### config.mk
export PLATFORM = sky130hd
export DESIGN_NAME = seq_pattern_detector
export DESIGN_NICKNAME = d
export VERILOG_FILES = /design/src/rtl/seq_pattern_detector.sv
export SDC_FILE = /design/constraint.sdc
export NUM_CORES = 1
export LEC_CHECK = 0
export CORE_MARGIN = 3
export CORE_UTILIZATION = 40
export CTS_CLUSTER_DIAMETER = 40
export CTS_CLUSTER_SIZE = 28
export DETAILED_ROUTE_END_ITERATION = 6
export GPL_TIMING_DRIVEN = 1
export SLEW_MARGIN = 10
export SYNTH_ARGS = -nofsm -noshare
export SYNTH_HDL_FRONTEND = slang
export SYNTH_SLANG_ARGS = --single-unit
### constraint.sdc
create_clock -name clk -period 4.45 [get_ports clk]
set_input_delay 1.1125 -clock clk [delete_from_list [all_inputs] [get_ports clk]]
set_output_delay 1.1125 -clock clk [all_outputs]
set_load 0.03 [all_outputs]
### src/rtl/seq_pattern_detector.sv
// Serial pattern detector with a runtime-loadable pattern and KMP-style fallback.
// It supports Mealy or Moore match output and a saturating match counter.
module seq_pattern_detector #(
    parameter int                 PAT_LEN   = 4,
    parameter int                 CNT_W     = 8,
    parameter bit                 MOORE     = 1'b0,
    parameter logic [PAT_LEN-1:0] PAT_RESET = 4'b1011
) (
    input  logic               clk,
    input  logic               reset,
    input  logic               cfg_we,
    input  logic [PAT_LEN-1:0] cfg_pattern,
    input  logic               cfg_overlap,
    input  logic               in_valid,
    input  logic               in_bit,
    input  logic               count_clr,
    output logic               match,
    output logic [CNT_W-1:0]   match_count
);

    localparam int               KW      = $clog2(PAT_LEN + 1);
    localparam logic [KW-1:0]    K_FULL  = KW'(PAT_LEN);
    localparam logic [CNT_W-1:0] CNT_MAX = '1;

    logic [PAT_LEN-1:0] pat_q, pat_d;
    logic               ovl_q, ovl_d;
    logic [KW-1:0]      k_q, k_d;
    logic [PAT_LEN-2:0] hist_q, hist_d;
    logic [CNT_W-1:0]   cnt_q, cnt_d;

    logic [PAT_LEN-1:0] seq;
    logic [KW-1:0]      k_eff;
    logic [PAT_LEN:1]   pre_hit;
    logic [KW-1:0]      best_proper;
    logic               full_hit;
    logic               hit;

    // Newest bit sits at seq[0]; older history bits sit above it.
    assign seq = {hist_q, in_bit};

    // Moore state PAT_LEN after a non-overlapping match behaves like k=0,
    // because the history was wiped when the match completed.
    assign k_eff = (k_q == K_FULL && !ovl_q) ? '0 : k_q;

    // A prefix of length gi can only match if the previous state is at least gi-1.
    genvar gi;
    generate
        for (gi = 1; gi <= PAT_LEN; gi++) begin : g_prefix
            assign pre_hit[gi] = (k_eff >= KW'(gi - 1)) &&
                                 (seq[gi-1:0] == pat_q[PAT_LEN-1:PAT_LEN-gi]);
        end
    endgenerate

    always_comb begin
        best_proper = '0;
        for (int j = 1; j < PAT_LEN; j++) begin
            if (pre_hit[j]) begin
                best_proper = KW'(j);
            end
        end
    end

    assign full_hit = pre_hit[PAT_LEN];
    assign hit      = in_valid && !cfg_we && full_hit;

    always_comb begin
        pat_d  = pat_q;
        ovl_d  = ovl_q;
        k_d    = k_q;
        hist_d = hist_q;
        if (cfg_we) begin
            pat_d  = cfg_pattern;
            ovl_d  = cfg_overlap;
            k_d    = '0;
            hist_d = '0;
        end else if (in_valid) begin
            hist_d = seq[PAT_LEN-2:0];
            k_d    = best_proper;
            if (full_hit) begin
                if (MOORE) begin
                    k_d = K_FULL;
                end
                if (!ovl_q) begin
                    hist_d = '0;
                    if (!MOORE) begin
                        k_d = '0;
                    end
                end
            end
        end
    end

    // A clear that coincides with a new match leaves the count at one.
    always_comb begin
        cnt_d = cnt_q;
        if (count_clr) begin
            cnt_d = hit ? CNT_W'(1) : '0;
        end else if (hit && cnt_q != CNT_MAX) begin
            cnt_d = cnt_q + 1'b1;
        end
    end

    always_comb begin
        match = 1'b0;
        if (!reset && !cfg_we) begin
            match = MOORE ? (k_q == K_FULL) : (in_valid && full_hit);
        end
    end

    always_ff @(posedge clk) begin
        if (reset) begin
            pat_q  <= PAT_RESET;
            ovl_q  <= 1'b1;
            k_q    <= '0;
            hist_q <= '0;
            cnt_q  <= '0;
        end else begin
            pat_q  <= pat_d;
            ovl_q  <= ovl_d;
            k_q    <= k_d;
            hist_q <= hist_d;
            cnt_q  <= cnt_d;
        end
    end

    assign match_count = cnt_q;

endmodule

* After elaboration in Yosys (flattened, before gate mapping) *
Cells that the tools add are included.

storage, ports and cells
  flip-flop bits (word level) = 19
  output and inout port bits = 9
  logic and storage cells = 43

cells by class
  $add $sub $neg = 1
  $lt $le $gt $ge = 4
  eq/ne operators = 6
  mux-type cells = 12
  reduce and logical (&&, ||, !) cells = 15

operators by type and width
  cell                 count
  $mux 3               7
  $mux 8               2
  $logic_and 1x1->1    10
  $add 8x1->8 const B  1
  $ne 8x8->1 const B   1
  $ge 3x1->1 const B   2
  $ge 3x2->1 const B   2
  $eq 4x4->1           1
  $eq 3x3->1           1
  $eq 3x3->1 const B   1
  $logic_not 1->1      3
  $mux 1               3
  $eq 2x2->1           1
  $reduce_bool 2->1    1
  $reduce_or 2->1      1
  $eq 1x1->1           1

* Depth between registers and ports, before layout *
Gate-level depths: netlist of the first run.

  word-level depth = 10
  gate-level depth with buffers = 6
  depth with buffers taken out = 4

* Worst setup path after synthesis of the first run *
OpenSTA, ideal clock, no wires.

  kind = in2out
  from = in in_bit
  to = out match
  arrival time = 2.388 ns
  required time = 3.338 ns
  setup slack = 0.950 ns
  stages on the path = 5
  path buffers = 2
  cells stage by stage = buf_2 > xnor2_1 > nand3_1 > buf_2 > nor3_1

between the ends
  word-level cells in the longest chain between the ends = 4

ends and longest elaborated chain
  item                RTL line  source
  start: declaration  15        input logic in_bit,
  $eq 4x4->1          50        (seq[gi-1:0] == pat_q[PAT_LEN-1:PAT_LEN-gi]);
  $logic_and 1x1->1   49        assign pre_hit[gi] = (k_eff >= KW'(gi - 1)) &&
  $logic_and 1x1->1   106       match = MOORE ? (k_q == K_FULL) : (in_valid && full_hit);
  $mux 1              105       if (!reset && !cfg_we) begin
  end: declaration    17        output logic match,

No other way between the ends.

* Worst setup path in the final report of the first run *
Ends and elaborated chain as after synthesis.

==> impl_results.md, run 1 <==
- Number of global-route vias before repair: 900
- Post-CTS Hold Fix Bufs: 0
- P_leak: 0.433 nW
- Maximum vdd ir drop: 0.178 mV
- Syn nets: 123
- Global-route wire length before repair: 4.13 mm
- Die Y-Extent: 56.5 µm
- R2R Path End: match_count[6]
- Layout Nets: 142
- WP data arrival: 2960 ps
- Fin cells: 156
- Total negative setup slack: 0 ps
- FF-to-FF setup slack: 2610 ps
- DIE AREA: 3190 µm²
- Max-cap viol count: 0
- R2R depth: 5
- Final worst path period need: 4070 ps
- Number of enable flip-flop cells after synthesis: 0
- Pins Over Slew Limit: 0
- Skew final: 3.56 ps
- CTS buffer count: 3
- Clk pin slew, worst setup/hold paths: 100 ps
- Mapped cell area: 1020 µm²
- Vias per inst: 5.82
- Setup CP Type: in -> out
- Port bufs: 19
- Net Sw Power: 0.0000710 W
- Synth Flop Type: dfxtp_1
- TritonRoute pass-1 iters: 4
- Pint: 0.000218 W
- Initial antenna violation count: 0
- Die Wd: 56.5 µm
- Clk sinks: 18
- Pwr Total: 0.000289 W
- Detailed Route WL: 2.33 mm
- Placed Cells: 153
- CTS Root Cell: clkbuf_4
- N_diodes: 0
- Max Clk Rate: 245 MHz
- Worst-Skew Late Latency: 290 ps
- CP endpoint: match
- GP Congestion: 0.780
- Worst hold path class: reg -> reg
- Crit path from: in_bit
- GRT overflow: 0
- Avg WL per Cell: 14.9 µm
- P&R area growth vs syn: 21.7%
- PwrDens: 233 nW/µm²
- Setup Viol. Count Final: 0
- H-tree depth: 1
- Seq/Total Area, Yosys: 35.3%
- Initial core utilization: 44.0%
- CTS tree: built
- Layout cells sized above 1: 7.03%
- Largest net degree at the start of global routing: 14
- Multi-input combinational cell area: 592 µm²
- CTS max path bufs: 2
- # IOs: 20
- Unrepaired setup endpoints after global routing: false
- Status: finished clean
- Number of library cell types mapped by synthesis: 36
- Clock share of power: 27.4%
- Global-route usage over all layers: 16.3%
- Routed via count: 908
- Post-route clock period utilization: 91.5%
- Number of filler cells placed in the layout: 234
- Iter 0 DRT Violations: 12
- Worst slack, placed: 382 ps
- Seq cells post-synth: 18
- Reg-to-reg startpoint: pat_q[3]
- Worst setup SP type: primary input
- Comb power frac: 13.7%
- Crit path capture type: output port
- Hold_ws: 494 ps
- Worst slew margin: 58.9%
- Switching Share: 24.5%
- Final HPWL from detailed placement: 1.71 mm
- CP required: 3340 ps
- Combined flip-flop and latch cell area: 360 µm²
- Yosys warns: 0
- DRC viols: 0
- Setup WS post-layout: 376 ps
- Power share of the sequential group: 58.9%
- Final count of hold timing violations: 0
- Asr flop ratio synth: 0%
- Slew at the pin with the worst max-slew slack: 611 ps
- CTS-repair resized insts: 0
- ANT nets after route: 0
- Syn Inst Count: 111
- Core Area: 2320 µm²
- Syn_area_per_cell: 9.19 µm²
- Core Rows: 17
- CP Max Fanout: 5
- Commonest non-fill, non-tap cell in the layout: clkdlybuf4s50_1
- Post-CTS setup buffer count: 0
- Most frequent cells in the layout: clkdlybuf4s50_1 (19), dfxtp_1 (18), xnor2_1 (6), nand2_1 (6)
==> final cells by class <==
cell class	instances	share of cell area [%]
Sequential cell	18	29.0
Multi-Input combinational cell	81	47.7
Timing Repair Buffer	23	17.7
Inverter	3	0.907
Clock buffer	3	1.81
Tap cell	28	2.82
==> power groups by stage <==
stage / sequential (W) / combinational [W] / clock (W)
6_report: 0.000170 / 0.0000397 / 0.0000792
5_1_grt: 0.000172 / 0.0000439 / 0.0000887
4_1_cts: 0.000170 / 0.0000398 / 0.0000837
3_5_place_dp: 0.000174 / 0.0000395 / 0
3_3_place_gp: 0.000174 / 0.0000388 / 0
2_1_floorplan: 0.000170 / 0.0000282 / 0
==> worst max-delay path, cell delays in order <==
cell and delay, ps:
clkdlybuf4s50_1 590, xnor2_1 170, nand3_1 130, nor3_1 240
clkdlybuf4s50_1 720
==> flip-flops by register name (all words and copies together), names as in the netlist <==
name,cells
pat_q,4
hist_q,3
ovl_q,1
k_q,2
match_count,8
==> synth_stat cells, types with 2 or more instances <==
cell type	instances	share of area (%)
nor2b_1	5	3.1
or4_1	2	1.5
o31ai_1	4	2.9
xor2_1	3	2.6
inv_1	3	1.1
nor4_1	3	1.8
or3_1	5	3.1
mux2i_1	5	4.9
o211a_1	2	2.0
a21oi_1	2	0.98
nor3_1	2	0.98
a211o_1	4	3.4
buf_2	3	1.5
nor2_1	4	1.5
a22o_1	5	4.3
buf_6	2	2.2
xnor2_1	6	5.2
and4_1	3	2.6
clkbuf_1	3	1.1
dfxtp_1	18	35
nand3_1	5	2.5
nand2_1	6	2.2
nand4_1	3	1.8
==> worst min path at each step <==
stage	startpoint	to	slack, ps	cells past startpoint
final	match_count[5]	match_count[5]	490	2
after global routing	match_count[5]	match_count[5]	550	2
after CTS	match_count[5]	match_count[5]	500	2
after detailed placement	match_count[5]	match_count[5]	480	2
after global placement	match_count[5]	match_count[5]	470	2
after floorplan	hist_q[2]	hist_q[2]	500	1
==> cells by family (layout without fill, tap and decap cells) <==
kind of cell,Yosys count,in the layout,synth area share (%)
simple gates,42,42,24.3
compound gates,23,23,18.3
flops,18,18,35.3
buf+inv,12,29,6.63
xor+xnor,10,10,9.33
mux,5,5,4.91
fa+ha+maj,1,1,1.23
==> per-layer routing <==
layer  share of wire, %  global-route usage [%]
met3                4.8                    4.14
met1                 50                    22.9
met2                 44                    25.2
met5                  0                       0
met4               0.56                    3.05
==> through the flow <==
step | util [%] | area (µm²)
2_1_floorplan | - | 1020
3_3_place_gp | 52.6 | 1220
3_5_place_dp | 52.6 | 1220
4_1_cts | 53.5 | 1240
5_1_grt | 53.5 | 1240
6_report | 53.5 | 1240
(Power assumes the default switching activity.)
==> run 2: changes to the inputs <==
--- a/constraint.sdc
+++ b/constraint.sdc
@@ -3,2 +3,2 @@
 set_output_delay 1.1125 -clock clk [all_outputs]
-set_load 0.03 [all_outputs]
+set_load 0.1 [all_outputs]
==> impl_results.md, run 2 (synthesis results as in run 1) <==
- Status: finished clean
- P&R area growth vs syn: 23.1%
- WP data arrival: 2650 ps
- TritonRoute pass-1 iters: 5
- R2R Path End: match_count[6]
- Port bufs: 19
- Unrepaired setup endpoints after global routing: false
- Initial antenna violation count: 0
- Clock share of power: 33.6%
- ANT nets after route: 0
- H-tree depth: 1
- Number of global-route vias before repair: 807
- Max-cap viol count: 0
- CTS max path bufs: 2
- GRT overflow: 0
- Pint: 0.000236 W
- Crit-path cells: clkdlybuf4s50_1, nor2b_1, nand4_1, buf_4, nor3_2, buf_12
- Die Y-Extent: 56.5 µm
- Worst hold path class: reg -> reg
- Reg-to-reg startpoint: hist_q[0]
- Worst slew margin: 34.9%
- Placed Cells: 151
- N_diodes: 0
- Global-route wire length before repair: 3.72 mm
- Switching Share: 24.8%
- CP required: 3340 ps
- DIE AREA: 3190 µm²
- Setup Viol. Count Final: 0
- CP Max Fanout: 12
- Core Area: 2320 µm²
- Max Clk Rate: 265 MHz
- Crit path capture type: output port
- Max reg flops: 8
- Hold Startpoint: match_count[5]
- DRC viols: 0
- CTS-repair resized insts: 0
- Avg WL per Cell: 13.9 µm
- PwrDens: 250 nW/µm²
- Setup WS post-layout: 683 ps
- Final count of hold timing violations: 0
- Crit-path max cell delay: 610 ps
- Layout cells sized above 1: 7.87%
- Vias per inst: 5.58
- Worst slack, placed: 687 ps
- Core Util, Final: 54.1%
- # IOs: 20
- Worst path slowest cell: clkdlybuf4s50_1
- Post-route clock period utilization: 84.7%
- CTS buffer count: 3
- Setup CP Type: in -> out
- R2R depth: 5
- Detailed Route WL: 2.16 mm
- Initial core utilization: 44.0%
- Largest net degree at the start of global routing: 15
- Crit path max-delay family: buffers and inverters
- P_leak: 0.435 nW
- Comb power frac: 12.1%
- Skew final: 3.65 ps
- Fin cells: 155
- Layout Nets: 140
- Post-CTS setup buffer count: 0
- CTS tree: built
- Slew at the pin with the worst max-slew slack: 974 ps
- GP Congestion: 0.763
- Number of filler cells placed in the layout: 226
- FF-to-FF setup slack: 2650 ps
- Global-route usage over all layers: 14.9%
- Pins Over Slew Limit: 0
- Power share of the sequential group: 54.3%
- Die Wd: 56.5 µm
- Worst-Skew Late Latency: 300 ps
- Core Rows: 17
- Hold Path End: match_count[5]
- CTS Root Cell: clkbuf_4
- Hold depth: 2
- Most frequent cells in the layout: dfxtp_1 (18), clkdlybuf4s50_1 (18), xnor2_1 (6), nand2_1 (6)
- Worst setup SP type: primary input
- Final HPWL from detailed placement: 1.57 mm
- Total negative setup slack: 0 ps
- Final worst path period need: 3770 ps
- Iter 0 DRT Violations: 16
- Net Sw Power: 0.0000779 W
- Hold_ws: 489 ps
- Buf/Inv on CP: 3
- Clk sinks: 18
- Routed via count: 865
- Maximum vdd ir drop: 0.164 mV
- Clk pin slew, worst setup/hold paths: 110 ps
- Post-CTS Hold Fix Bufs: 0
-- run 2: worst min-delay path, delay by kind of cell (launching register included) --
kind | cells | cell delay (ps)
DFF | 1 | 350
muxes | 1 | 50
and+or+nand+nor | 1 | 60
-- run 2: power groups by stage --
stage | sequential (W) | clock [W] | combinational (W)
after floorplan | 0.000170 | 0 | 0.0000285
after global placement | 0.000174 | 0 | 0.0000375
after detailed placement | 0.000174 | 0 | 0.0000378
after CTS | 0.000170 | 0.000108 | 0.0000379
after global routing | 0.000171 | 0.000116 | 0.0000418
final | 0.000170 | 0.000105 | 0.0000379
-- run 2: stage by stage --
stage | total power [W] | instance area (µm²)
after floorplan | 0.000199 | 1020
after global placement | 0.000212 | 1220
after detailed placement | 0.000212 | 1220
after CTS | 0.000317 | 1250
after global routing | 0.000329 | 1250
final | 0.000313 | 1250
-- run 2: metal layers --
layer  routed length (µm)  vias up  global-route usage [%]
met2                  861       21                    21.3
met5                    0        -                       0
met4                   51        0                    8.14
met3                   94        4                    3.22
met1                 1150      392                    20.6
li1                     -      448                       -
-- run 2: worst max-delay path by stage --
stage	from	endpoint	cells after the start
finish	cfg_we	match	6
global route	cfg_we	match	6
CTS	cfg_we	match	6
detailed placement	cfg_we	match	6
global placement	cfg_we	match	6
floorplan	in_bit	match	5
-- run 2: area by class of cell --
class	instances	area (µm²)	area share, %
sequential	18	360	28.7
clock buffer	4	36.3	2.89
tap	28	35.0	2.79
timing repair buffer	21	215	17.1
multi-input combinational	81	597	47.6
inverter	3	11.3	0.897
==> run 3: changes to the inputs <==
Settings changed: PLACE_DENSITY from default to 0.67.
Clock period 4.45 ns to 3.2 ns, I/O delays scaled along.
==> impl_results.md, run 3 (synthesis results as in run 1) <==
- R2R Path End: match_count[6]
- Global-route wire length before repair: 3.95 mm
- CTS tree: built
- Setup CP Type: in -> out
- Worst slew margin: 64.3%
- Detailed Route WL: 2.29 mm
- Number of global-route vias before repair: 869
- CTS-repair resized insts: 0
- ANT nets after route: 0
- Largest net degree at the start of global routing: 14
- WP data arrival: 2060 ps
- GP Congestion: 0.744
- Post-CTS setup buffer count: 0
- Crit path capture type: output port
- R2R depth: 5
- TritonRoute pass-1 iters: 4
- Crit path max-delay family: buffers and inverters
- CTS buffer count: 3
- P&R area growth vs syn: 23.9%
- PwrDens: 347 nW/µm²
- Max Clk Rate: 350 MHz
- GRT overflow: 0
- Post-Place Cell Area: 1230 µm²
- Worst path slowest cell: clkdlybuf4s50_1
- Crit-path cells: clkdlybuf4s50_1, nor2b_1, nand4_1, nor3_4, buf_12
- Die Y-Extent: 56.5 µm
- Reg-to-reg startpoint: pat_q[3]
- Post-CTS Hold Fix Bufs: 0
- P_leak: 0.473 nW
- CP required: 2400 ps
- CP endpoint: match
- Maximum vdd ir drop: 0.229 mV
- Pins Over Slew Limit: 0
- Initial core utilization: 44.0%
- Crit path from: in_valid
- Status: finished clean
- Most frequent cells in the layout: dfxtp_1 (18), buf_4 (13), clkdlybuf4s50_1 (10)
- Worst setup SP type: primary input
- FF-to-FF setup slack: 1310 ps
- Crit-path max cell delay: 490 ps
- Max reg flops: 8
- Worst hold path class: reg -> reg
- DIE AREA: 3190 µm²
- Clk sinks: 18
- Max-cap viol count: 0
- Layout cells sized above 1: 16.2%
- CTS max path bufs: 2
- Avg WL per Cell: 14.5 µm
- Global-route usage over all layers: 15.4%
- Final count of hold timing violations: 0
- CTS Root Cell: clkbuf_4
- Commonest non-fill, non-tap cell in the layout: dfxtp_1
- CP Max Fanout: 3
- Core Area: 2320 µm²
- N_diodes: 0
- Slew at the pin with the worst max-slew slack: 532 ps
- Die Wd: 56.5 µm
- Buf/Inv on CP: 2
- # IOs: 20
- Clk pin slew, worst setup/hold paths: 110 ps
- Iter 0 DRT Violations: 10
- Final HPWL from detailed placement: 1.72 mm
- DRC viols: 0
- Crit. path cell count: 5
- H-tree depth: 1
- Total negative setup slack: 0 ps
- Port bufs: 19
- Vias per inst: 5.60
- Post-route clock period utilization: 89.4%
- Core Rows: 17
- Final worst path period need: 2860 ps
- Skew final: 5.04 ps
- Unrepaired setup endpoints after global routing: false
- Final Cell Area: 1260 µm²
- Setup Viol. Count Final: 0
- Layout Nets: 143
- Worst-Skew Late Latency: 300 ps
- Routed via count: 885
- Initial antenna violation count: 0
## run 3: cell count changes in the layout (fill, tap and decap cells not counted)
| cell | delta |
|---|---|
| nor3_4 | +1 |
| clkdlybuf4s50_1 | -8 |
| nor3_2 | -1 |
| buf_4 | +11 |
## run 3: worst reg2reg max path, cell delays in order, from the launching register on
cell	delay (ps)
dfxtp_1	530
xnor2_2	170
nand4_1	200
buf_4	230
or4_1	460
o211a_1	210
## run 3: worst min-delay path by stage
stage / start / endpoint / slack [ps] / cells past startpoint
2_1_floorplan: hist_q[2] / hist_q[2] / 500 / 1
3_3_place_gp: match_count[5] / match_count[5] / 480 / 2
3_5_place_dp: match_count[5] / match_count[5] / 490 / 2
4_1_cts: match_count[5] / match_count[5] / 500 / 2
5_1_grt: match_count[5] / match_count[5] / 540 / 2
6_report: match_count[5] / match_count[5] / 500 / 2
## run 3: layer usage
layer / track usage [%] / up-vias / part of all wire, %
met5: 0 / - / 0
met4: 6.10 / 0 / 0.79
met3: 2.99 / 2 / 4.6
met2: 25.1 / 20 / 48
met1: 19.9 / 407 / 47
li1: - / 456 / -
## run 3: cell type report
| type | instances | area [µm²] |
|---|---|---|
| well taps | 28 | 35.0 |
| inverters | 3 | 11.3 |
| multi-input cells | 81 | 603 |
| clock buffers | 4 | 36.3 |
| fillers | 224 | 1050 |
| repair buffers | 24 | 218 |
| flip-flops and latches | 18 | 360 |
## run 3: per-stage QoR
step                      hold WS (ps)  power, W  setup slack (ps)  cells  util (%)
after floorplan                    503  0.000277               218    111         -
after global placement             477  0.000297               351    154      52.9
after detailed placement           487  0.000299               338    154      52.9
after CTS                          503  0.000442               337    158      54.5
after global routing               540  0.000464               288    158      54.5
final                              503  0.000438               340    158      54.5
## run 3: power breakdown
group | switching, W | internal (W)
clock network | 0.0000751 | 0.0000693
registers | 0.00000778 | 0.000229
logic | 0.0000255 | 0.0000313
==> RTL edit 1 (config.mk and constraints of run 2) <==
Reset style: asynchronous (`reset`), changed in one clocked block.
--- a/src/rtl/seq_pattern_detector.sv
+++ b/src/rtl/seq_pattern_detector.sv
@@ -107,7 +107,7 @@
         end
     end
 
-    always_ff @(posedge clk) begin
+    always_ff @(posedge clk or posedge reset) begin
         if (reset) begin
             pat_q  <= PAT_RESET;
             ovl_q  <= 1'b1;
Check against the original RTL: differs if reset is asserted again (counterexample within 10 cycles, from zero or initial values and one cycle with reset high); with reset held inactive, the same outputs for 10 cycles.
==> RTL edit 1 against run 2 <==
  * Sequential share of layout area is 7.6 points higher
  * Worst setup slack better by 0.087 ns
  * Power is 0.94% higher
  * Critical path type unchanged
  * Sequential cell count stayed put
  * Utilization is 0.49 points lower
  * Die area is 1.7% higher
  * Sequential power is 8% higher
  * Cell area stayed put
  * Highest routed layer unchanged
  * Fmax is 2.4% higher
  * Routed wire length is 7.2% lower
  * Largest power group unchanged
  * Synthesized area is 1.8% higher
  * Count of clock-buffer cells in the layout stayed put
==> RTL edit 1: results (changes against run 2) <==
* Status: finished clean (unchanged)
* Top post-synthesis cells by area: dfrtp_1 (34%), dfstp_2 (10%), xnor2_1 (6.7%) (was dfxtp_1 (35%), xnor2_1 (5.2%), mux2i_1 (4.9%))
* Met2 WL at 893 um (was 861 um)
* HP Start: match_count[0] (was match_count[5])
* WHS Path Cells at 1 (was 2)
* XOR/XNOR share of the synthesized area at 15.1% (was 9.33%)
* Post-cts repair resize count at 0 (unchanged)
* Post-synth top cells: dfrtp_1 (14), nor2_1 (8), xnor2_1 (8), a22o_1 (5), mux2_2 (5) (was dfxtp_1 (18), nand2_1 (6), xnor2_1 (6))
* Wire per inst at 14.7 um (was 13.9 um)
* Pin count of the biggest net entering global routing at 19 (was 15)
* Critical R2R Launch: pat_q[3] (was hist_q[0])
* Layout cell share with drive strength beyond 1 at 18.5% (was 7.87%)
* Met3 usage at 2.71% (was 3.22%)
* Final Skew at 0.00981 ns (was 0.00365 ns)
* Fillers at 228 (was 226)
* Root Buffer: clkbuf_4 (unchanged)
* DR iter-0 viols at 4 (was 16)
* Reg2Reg Capture Point: match_count[6] (unchanged)
* Post-synthesis sequential area ratio at 43.9% (was 35.3%)
* First-pass detailed-route iteration total at 4 (was 5)
* Worst Reg2Reg Path Length in Cells at 5 (unchanged)
* Placed Area at 1230 um^2 (was 1220 um^2)
* R2R setup slack at 2.33 ns (was 2.65 ns)
* Worst Path Arrival at 2.57 ns (was 2.65 ns)
* Grt met1 use at 20.4% (was 20.6%)
* Actual slew at the worst max-slew pin at 0.975 ns (was 0.974 ns)
* Syn Nets at 103 (was 123)
* Max IR drop VDD at 0.000155 V (was 0.000164 V)
* CP max FO at 8 (was 12)
* Vias in the first global route at 773 (was 807)
* Layout Nets at 121 (was 140)
* Lkg Pwr at 0.000491 uW (was 0.000435 uW)
* Synth async-reset ratio at 100% (was 0%)
* Routability Congestion at 0.731 (was 0.763)
* Compound-cell area share of the yosys netlist at 9.16% (was 18.3%)
* Met3 Wirelength at 67 um (was 94 um)
* Via/cell ratio at 5.46 (was 5.58)
* M2 GR Usage at 20.7% (was 21.3%)
* Post-synthesis adder-cell area fraction at 1.20% (was 1.23%)
* Gr usage total at 13.9% (was 14.9%)
* Max incr delay on CP at 0.64 ns (was 0.61 ns)
* HPWL Detailed at 1530 um (was 1570 um)
* Wire length on met1 at 1020 um (was 1150 um)
* Endpoint, Worst Hold: match_count[0] (was match_count[5])
* Global-route wire length before repair at 3600 um (was 3720 um)
* Synth cell types at 35 (was 36)
* Multiplexer fraction of the synthesized cell area at 6.39% (was 4.91%)
## RTL edit 1: where the power goes
group          internal, uW  total, uW  switching (uW)
Sequential              173        184            10.5
Combinational          26.3       46.6            20.3
Clock                  34.8       86.3            51.4
Total                   234        316            82.3
## RTL edit 1: worst max path at each step
| stage | startpoint | to | slack [ns] | depth (start not counted) |
|---|---|---|---|---|
| after detailed placement | in_bit | match | 0.76 | 5 |
| after global routing | in_bit | match | 0.67 | 5 |
| final | in_bit | match | 0.77 | 5 |
| after global placement | in_bit | match | 0.79 | 5 |
| after floorplan | in_bit | match | 0.60 | 4 |
| after CTS | in_bit | match | 0.74 | 5 |
## RTL edit 1: cell type report
cell class / count / area share, %
Inverter: 1 / 0.299
Timing Repair Buffer: 19 / 16.0
Tap cell: 28 / 2.79
Multi-Input combinational cell: 66 / 42.6
Clock buffer: 4 / 2.09
Sequential cell: 18 / 36.3
## RTL edit 1: per-stage QoR
stage | setup slack (ns) | hold slack (ns) | cells | util (%)
final | 0.770 | 0.584 | 136 | 53.6
after global routing | 0.668 | 0.613 | 136 | 53.6
after CTS | 0.745 | 0.587 | 136 | 53.6
after detailed placement | 0.758 | 0.573 | 132 | 52.5
after global placement | 0.788 | 0.548 | 132 | 52.5
after floorplan | 0.602 | 0.547 | 91 | -
## RTL edit 1: worst register-to-register path, cell delays in order, from the launching register on
cell and delay [ns]:
dfstp_2 0.65, xnor2_4 0.16, nand4_4 0.16, or3_1 0.50
or4_1 0.43, a21oi_1 0.16
## RTL edit 1: kinds of logic (layout without fill, tap and decap cells)
family / after synthesis / in the layout
and+or+nand+nor: 32 / 32
DFF: 18 / 18
xor gates and xnor gates: 14 / 14
AOI/OAI and AO/OA: 13 / 13
buffers and inverters: 7 / 24
muxes: 6 / 6
adders and majority gates: 1 / 1
==> RTL edit 2 (settings of run 2) <==
Made on the original files. Set the parameter `MOORE` to 1'b1 (it was 1'b0).
--- a/src/rtl/seq_pattern_detector.sv
+++ b/src/rtl/seq_pattern_detector.sv
@@ -3,7 +3,7 @@
 module seq_pattern_detector #(
     parameter int                 PAT_LEN   = 4,
     parameter int                 CNT_W     = 8,
-    parameter bit                 MOORE     = 1'b0,
+    parameter bit                 MOORE     = 1'b1,
     parameter logic [PAT_LEN-1:0] PAT_RESET = 4'b1011
 ) (
     input  logic               clk,
Behaviour: not the same (a bounded check fails within 4 cycles, from zero or initial values and one cycle with reset high).
==> RTL edit 2 against run 2 <==
  * Sequential cell count rose by 1
  * Worst setup slack improved by 0.19 ns
  * Synthesized area rose by 2.8%
  * Power fell by 1.9%
  * Cell area rose by 2.7%
  * Via count rose by 10%
  * First-iteration DRC count rose by 50%
  * Routed wire length rose by 6.7%
  * Largest cell class unchanged
==> RTL edit 2: results (changes against run 2) <==
* Clock-cell share of area at 2.04% (was 2.89%)
* Multi-input gates at 91 (was 81)
* Post-synthesis sequential area ratio at 36.3% (was 35.3%)
* Max IR drop VDD at 0.000238 V (was 0.000164 V)
* Final Util at 55.1% (was 54.1%)
* Placed Area at 1260 um^2 (was 1220 um^2)
* Fraction of area in multi-input gates at 48.2% (was 47.6%)
* Vias in the first global route at 811 (was 807)
* XOR/XNOR share of the synthesized area at 9.79% (was 9.33%)
* Pin count of the biggest net entering global routing at 14 (was 15)
* Actual slew at the worst max-slew pin at 0.965 ns (was 0.974 ns)
* NonClk Buf Share at 16.7% (was 17.1%)
* Synth cell types at 42 (was 36)
* Routability Congestion at 0.757 (was 0.763)
* Layout cell share with drive strength beyond 1 at 10.1% (was 7.87%)
* Top post-synthesis cells by area: dfxtp_1 (36%), nand3_1 (5.7%), xnor2_1 (4.2%) (was dfxtp_1 (35%), xnor2_1 (5.2%), mux2i_1 (4.9%))
* Post-synthesis adder-cell area fraction at 1.19% (was 1.23%)
* Cell count after synthesis at 119 (was 111)
* Compound-cell area share of the yosys netlist at 21.4% (was 18.3%)
* DR iter-0 viols at 24 (was 16)
* Final setup margin at 0.871 ns (was 0.683 ns)
* Status: finished clean (unchanged)
* Placed Cells incl. Taps at 162 (was 151)
* Via/cell ratio at 5.74 (was 5.58)
* Lkg Pwr at 0.000443 uW (was 0.000435 uW)
* Global-route wire length before repair at 3870 um (was 3720 um)
* FF+latch area at 380 um^2 (was 360 um^2)
* Final Skew at 0.00398 ns (was 0.00365 ns)
* R2R setup slack at 2.54 ns (was 2.65 ns)
* Critical Path Start: reset (was cfg_we)
* Multiplexer fraction of the synthesized cell area at 1.91% (was 4.91%)
* DRT Wirelength at 2310 um (was 2160 um)
* First-pass detailed-route iteration total at 4 (was 5)
==> RTL edit 2: layer usage <==
layer  vias to the layer above  track usage (%)  share of wire (%)
met5                         -                0                  0
met2                        24             20.7                 42
li1                        484                -                  -
met3                         2             5.43                6.2
met1                       443             22.4                 51
met4                         0             2.32               0.56
==> RTL edit 2: power by group <==
part	leakage, uW	total (uW)	internal, uW	switching (uW)
Clock	0.0000150	89.0	34.9	54.1
Sequential	0.000155	179	174	5.37
Combinational	0.000274	39.2	21.1	18.1
==> RTL edit 2: cells by family (layout without fill, tap and decap cells) <==
| kind of cell | after synthesis | count (layout) |
|---|---|---|
| xor+xnor | 10 | 10 |
| compound gates | 31 | 31 |
| flops | 19 | 19 |
| buf+inv | 9 | 28 |
| mux | 2 | 2 |
| simple gates | 47 | 47 |
| fa+ha+maj | 1 | 1 |
==> RTL edit 2: critical path, delay by kind of cell <==
family                 cells  cell delay [ns]
AND/OR/NAND/NOR            2             0.38
buffers and inverters      3             0.97
